## src/rtl/universal_shift_register.sv

```systemverilog
// Parametrised register with enable, parallel load and bidirectional serial shift.
// It tracks the shift count since the last load and pulses Word_Done once per completed word.
module universal_shift_register #(
    parameter int unsigned               WORD_LENGTH = 8,
    parameter logic [WORD_LENGTH-1:0]    RESET_VALUE = '0,
    localparam int unsigned              CNT_WIDTH   = $clog2(WORD_LENGTH + 1)
) (
    input  logic                   clk,
    input  logic                   reset,
    input  logic                   enable,
    input  logic [1:0]             mode,
    input  logic                   Serial_Input,
    input  logic [WORD_LENGTH-1:0] Data_Input,
    output logic [WORD_LENGTH-1:0] Data_Output,
    output logic                   Serial_Output_LSB,
    output logic                   Serial_Output_MSB,
    output logic [CNT_WIDTH-1:0]   Bit_Count,
    output logic                   Word_Done
);

    typedef enum logic [1:0] {
        MODE_HOLD = 2'b00,
        MODE_LOAD = 2'b01,
        MODE_SHR  = 2'b10,
        MODE_SHL  = 2'b11
    } mode_e;

    localparam logic [CNT_WIDTH-1:0] LAST_CNT = CNT_WIDTH'(WORD_LENGTH - 1);

    mode_e                  op;
    logic [WORD_LENGTH-1:0] data_q, data_d;
    logic [WORD_LENGTH-1:0] shr_w, shl_w;
    logic [CNT_WIDTH-1:0]   cnt_q, cnt_d;
    logic                   done_q, done_d;

    assign op = mode_e'(mode);

    // A one-bit register has no neighbour to shift from, so both directions just take Serial_Input.
    if (WORD_LENGTH == 1) begin : g_single
        assign shr_w = Serial_Input;
        assign shl_w = Serial_Input;
    end else begin : g_multi
        assign shr_w = {Serial_Input, data_q[WORD_LENGTH-1:1]};
        assign shl_w = {data_q[WORD_LENGTH-2:0], Serial_Input};
    end

    always_comb begin
        data_d = data_q;
        cnt_d  = cnt_q;
        done_d = 1'b0;
        if (enable) begin
            unique case (op)
                MODE_HOLD: ;
                MODE_LOAD: begin
                    data_d = Data_Input;
                    cnt_d  = '0;
                end
                MODE_SHR, MODE_SHL: begin
                    data_d = (op == MODE_SHR) ? shr_w : shl_w;
                    if (cnt_q == LAST_CNT) begin
                        cnt_d  = '0;
                        done_d = 1'b1;
                    end else begin
                        cnt_d = cnt_q + CNT_WIDTH'(1);
                    end
                end
                default: ;
            endcase
        end
    end

    always_ff @(posedge clk or negedge reset) begin
        if (!reset) begin
            data_q <= RESET_VALUE;
            cnt_q  <= '0;
            done_q <= 1'b0;
        end else begin
            data_q <= data_d;
            cnt_q  <= cnt_d;
            done_q <= done_d;
        end
    end

    assign Data_Output       = data_q;
    assign Serial_Output_LSB = data_q[0];
    assign Serial_Output_MSB = data_q[WORD_LENGTH-1];
    assign Bit_Count         = cnt_q;
    assign Word_Done         = done_q;

endmodule

```

## config.mk

```make
export PLATFORM = sky130hd
export DESIGN_NAME = universal_shift_register
export DESIGN_NICKNAME = d
export VERILOG_FILES = /design/src/rtl/universal_shift_register.sv
export SDC_FILE = /design/constraint.sdc
export NUM_CORES = 1
export LEC_CHECK = 0
export CORE_MARGIN = 2
export CORE_UTILIZATION = 45
export DETAILED_ROUTE_END_ITERATION = 16
export GPL_TIMING_DRIVEN = 0
export PLACE_DENSITY = 0.82
export SYNTH_ARGS = -nofsm -noshare
export SYNTH_HDL_FRONTEND = slang
export SYNTH_SLANG_ARGS = --single-unit
```

## constraint.sdc

```tcl
create_clock -name clk -period 2.7 [get_ports clk]
set_clock_uncertainty 0.2 [all_clocks]
set_input_delay 0.27 -clock clk [delete_from_list [all_inputs] [get_ports clk]]
set_output_delay 0.27 -clock clk [all_outputs]
set_load 0.01 [all_outputs]
```

==> results of run 1 <==
[Yosys cell counts (all sizes together)]
library cell / count
a21oi: 8
a22o: 1
and2: 1
buf: 6
clkbuf: 1
clkinv: 1
dfrtp: 13
ha: 1
mux2: 8
mux2i: 1
nand2: 6
nand3: 3
nand3b: 7
nor2b: 1
nor3: 1
o21ai: 11
o22ai: 9
or4: 1
[metal layers]
metal  wire, um  GRT usage [%]  vias up
li1           -              -      366
met1        901           28.7      345
met2        826           31.4       25
met3         93           2.80        2
met4         21           8.24        0
met5          0              0        -
[logic make-up (layout without fill, tap and decap cells)]
group                    after synthesis  count (layout)  share of synthesized area [%]
AO/OA/AOI/OAI                         29              29                           20.9
multiplexers                           9               9                           13.1
adder cells (fa/ha/maj)                1               1                           1.63
AND/OR/NAND/NOR                       20              20                           15.5
flip-flops                            13              13                           42.5
buffers and inverters                  8              39                           6.37
[flip-flops by register name, summed over array words and instances, names as in the netlist]
| signal | flops |
|---|---|
| Word_Done | 1 |
| Data_Output | 8 |
| Bit_Count | 4 |
[worst max-delay path: stages, from the launching register on]
cell	delay [ns]
dfrtp_1	0.42
buf_4	0.13
clkdlybuf4s50_1	0.52
[where the power goes]
group / switching (W) / leakage [nW] / internal, W / total [W]
logic: 0.000108 / 0.251 / 0.000170 / 0.000278
registers: 0.0000590 / 0.152 / 0.000240 / 0.000299
clock network: 0.0000681 / 0.0177 / 0.0000548 / 0.000123
[final cells by class]
| class | instances | area share, % |
|---|---|---|
| buffer | 7 | 4.16 |
| timing repair buffer | 27 | 24.9 |
| inverter | 1 | 0.346 |
| clock inverter | 1 | 0.462 |
| multi-input combinational | 59 | 36.1 |
| sequential | 13 | 30.0 |
| clock buffer | 3 | 2.08 |
| tap | 16 | 1.85 |
[how the worst min path moves through the flow]
stage | startpoint | endpoint | slack [ns] | cells after the start
floorplan | reset | Bit_Count[0] | -0.23 | 0
global placement | Bit_Count[3] | Word_Done | 0.31 | 1
detailed placement | Bit_Count[3] | Word_Done | 0.33 | 1
CTS | reset | Bit_Count[1] | 0.19 | 1
global route | reset | Bit_Count[1] | 0.23 | 1
finish | reset | Bit_Count[1] | 0.17 | 1
[stage by stage]
stage               hold slack, ns  instances  area, sq um
floorplan                   -0.226         80          766
global placement             0.311        123         1060
detailed placement           0.333        123         1060
CTS                          0.192        127         1080
global route                 0.234        127         1080
finish                       0.171        127         1080
==> run metrics, run 1 <==
worst min path class=input pin to async pin; num ports=29; Warnings, synthesis=0; syn_nets=95; Mapped Cells=80; ratio of cells with drive above 1 in the final layout=18.0%; Die Y=45.3 um; first-pass GRT wire length=~3000 um; Tcrit/Tclk final=66.7%; most common cell after layout, fill and taps aside=clkdlybuf4s50_1; minimum clock period=~1.8 ns; dpl ws=0.870 ns; Worst R2R End=Bit_Count[3]; arrival time worst endpoint=1.33 ns; Avg WL per Cell=14.5 um; Leak=~0.42 nW; Yosys top cell area share=a little over two fifths; dpl hpwl=1300 um; RSZ-0062 raised after global routing=no; Worst slew margin=about three fifths; critical path type=register to primary output; max-cap violations=0; ANT nets after route=0; #FFs+latches synth=13; DR DRC count=0; Die X=45.3 um; Clock Latency Late Sink=0.27 ns; area leader, netlist=dfrtp_1; post-CTS setup buffers=0; area grow syn2layout=41.5%; routed wire length=1840 um; Post-CTS Hold Buffers=0; WP data required=2.23 ns; Tot GR Track Use=20.4%; worst-case vdd ir drop=0.451 mV; Post-Syn Area per Cell=9.57 sq um; Storage cell area=~330 sq um; TritonCTS clock tree=done; routability congestion estimate=roughly 0.83; Worst Path Max Fanout=5; synthesized area=766 sq um; setup TNS=0 ns; Port Buffer Count=27; r2r startpoint=Bit_Count[0]; DR vias=between 700 and 800; actual slew at the worst max-slew pin=0.610 ns; fin util=69.5%; # setup viols final=0; final net count=127; initial DRC count=11; CTS max path bufs=2; TritonRoute pass-1 iters=4; Vias per Instance=5.81; Synth cell types=21; commonest cells after routing, fill and taps aside=27 x clkdlybuf4s50_1, 13 x dfrtp_1, 11 x o21ai_0; top post-synthesis cells by area=dfrtp_1 42%, mux2_2 12%, o22ai_1 7.4%, o21ai_0 7.2%, nand3b_1 6.9%; die area=2050 sq um; Peak Freq=0.555 GHz; Multi-input gate area=392 sq um; number of filler cells placed in the layout=about 120; worst r2r path cells=3; Critical path origin=Data_Output[0]; Clock transition at path regs=0.09 ns; Startpoint Class=register; row count=14; Slew Limit Fails=0; reg2reg setup slack=1.17 ns; initial antenna violation count=0; total grt overflow=0; sequential fraction of the synthesis area=42.5%; power density cells=646 nW/um^2; htree depth=1; CP endpoint=Data_Output[0]; CTS-repair resized insts=0; status=finished clean; Crit. End Element=primary output; pin count of the biggest net entering global routing=14; Initial Util=49.1%; clk sinks=13; final worst-path setup slack=0.899 ns; antenna diode count=0; Final Hold Fails=0; total power=0.000700 W; vias in the first global route=679; core area=1560 sq um; root buffer cell=clkbuf_4; Inserted Clock Buffers=3
Power figures use the tool's default switching activity.
==> inputs of run 2 (changes only) <==
- CORE_UTILIZATION: 45 -> 38
- PLACE_DENSITY: 0.82 -> 0.73
- clock period: 2.7 -> 1.5 ns (I/O delays scaled with it)
==> run 2 against run 1 <==
Against the previous run:
- critical path depth up 1
- clock-buffer cell count increased by 1
- combinational power up 120%
- sequential power up 64%
- critical path type is now register to register
==> run metrics, run 2 (same netlist as run 1, synthesis figures left out) <==
total power=approximately 0.0013 W; Largest register FFs=8; worst min path class=input pin to async pin; die area=between 2000 and 2500 sq um; power density cells=about 1100 nW/um^2; commonest cells after routing, fill and taps aside=15 x buf_4, 13 x dfrtp_1, 13 x dlygate4sd2_1; Post-CTS Hold Buffers=0; Final Hold Fails=0; Tot GR Track Use=between 10% and 20%; Worst slew margin=between 50 and 60%; Worst Path Max Fanout=3; vias in the first global route=840; routability congestion estimate=about 0.79; antenna diode count=0; ANT nets after route=0; Die X=around 49 um; Leak=~0.5 nW; CP delay by family, top=simple AND/OR/NAND/NOR gates; Clock transition at path regs=around 0.08 ns; Crit. End Element=register; Die Y=48.9 um; TritonCTS clock tree=done; first-pass GRT wire length=3580 um; final net count=140; total grt overflow=0; initial antenna violation count=0; critical path type=register to register; Inserted Clock Buffers=3; TritonRoute pass-1 iters=4; Initial Util=39.8%; ratio of cells with drive above 1 in the final layout=26.6%; pin count of the biggest net entering global routing=14; Storage cell area=between 300 and 400 sq um; clk sinks=13; num ports=29; core area=1920 sq um; actual slew at the worst max-slew pin=between 0.6 and 0.7 ns; number of filler cells placed in the layout=194; CP Cell Sequence=ha_4 > or4_1 > nand3_1; worst hold margin=about 0.063 ns; # setup viols final=0; dpl hpwl=between 1000 and 1500 um; Peak Freq=0.683 GHz; max-cap violations=0; WP data required=1.51 ns; routed wire length=between 1500 and 2000 um; arrival time worst endpoint=approximately 1.5 ns; reg2reg setup slack=roughly 0.036 ns; setup TNS=0 ns; htree depth=1; Tcrit/Tclk final=a little over nine tenths; worst-case vdd ir drop=0.617 mV; Critical path buffers and inverters=0; CTS max path bufs=2; root buffer cell=clkbuf_4; minimum clock period=1.46 ns; Slew Limit Fails=0; initial DRC count=5; area grow syn2layout=56.4%; Multi-input gate area=between 400 and 500 sq um; Startpoint Class=register; Final Instance Count excl. Fillers=around 150; Clock Latency Late Sink=0.27 ns; status=finished clean; row count=16; RSZ-0062 raised after global routing=yes; Vias per Instance=5.06; placed insts=134; DR vias=764; Port Buffer Count=27; Avg WL per Cell=roughly 13 um; Largest stage delay, worst path=between 0.5 and 0.6 ns; fin util=62.3%; DR DRC count=0; most common cell after layout, fill and taps aside=buf_4; worst-path cell with the longest stage delay=or4_1
## run 2: area by class of cell
class                      count  share of cell area (%)
tap                           27                    2.82
timing repair buffer          40                    29.6
inverter                       1                   0.313
clock buffer                   4                    2.19
sequential                    13                    27.2
multi-input combinational     59                    33.8
buffer                         7                    4.18
## run 2: where the power goes
group,total (W),switching [W],internal [W]
Sequential,0.000489,0.0000575,0.000432
Combinational,0.000625,0.000270,0.000354
Clock,0.000215,0.000113,0.000103
## run 2: final timing paths
kind	cells after the start	start	endpoint
setup / recovery	3	Bit_Count[0]	Bit_Count[3]
hold / removal	1	reset	Data_Output[6]
setup reg to reg	3	Bit_Count[0]	Bit_Count[3]
hold reg to reg	2	Bit_Count[3]	Word_Done
max in group asynchronous	1	reset	Bit_Count[2]
min in group clk	4	mode[0]	Data_Output[7]
## run 2: through the flow
stage,setup slack [ns],cell area (sq um)
finish,0.0362,1200
global route,-0.0154,1200
CTS,0.0192,1180
detailed placement,-0.253,1070
global placement,-0.220,1070
floorplan,0.0211,768
## run 2: timing repair
action | CTS | global route
hold endpoints to repair | 0 | 0
setup endpoints to repair | 15 | 4
gates resized for setup | 14 | 5
setup buffers | 13 | 0
pin swaps | 0 | 0
## run 2: per-layer routing
| layer | vias to the layer above | wire (um) | track usage (%) |
|---|---|---|---|
| li1 | 384 | - | - |
| met1 | 358 | 938 | 23.5 |
| met2 | 22 | 970 | 32.4 |
| met3 | 0 | 76 | 3.68 |
| met4 | 0 | 0 | 2.86 |
| met5 | - | 0 | 0 |
## run 2: worst reg2reg max path, delay by kind of cell, from the launching register on
family	cells	cell delay, ns
fa+ha+maj	1	0.18
simple gates	2	0.61
flops	1	0.42
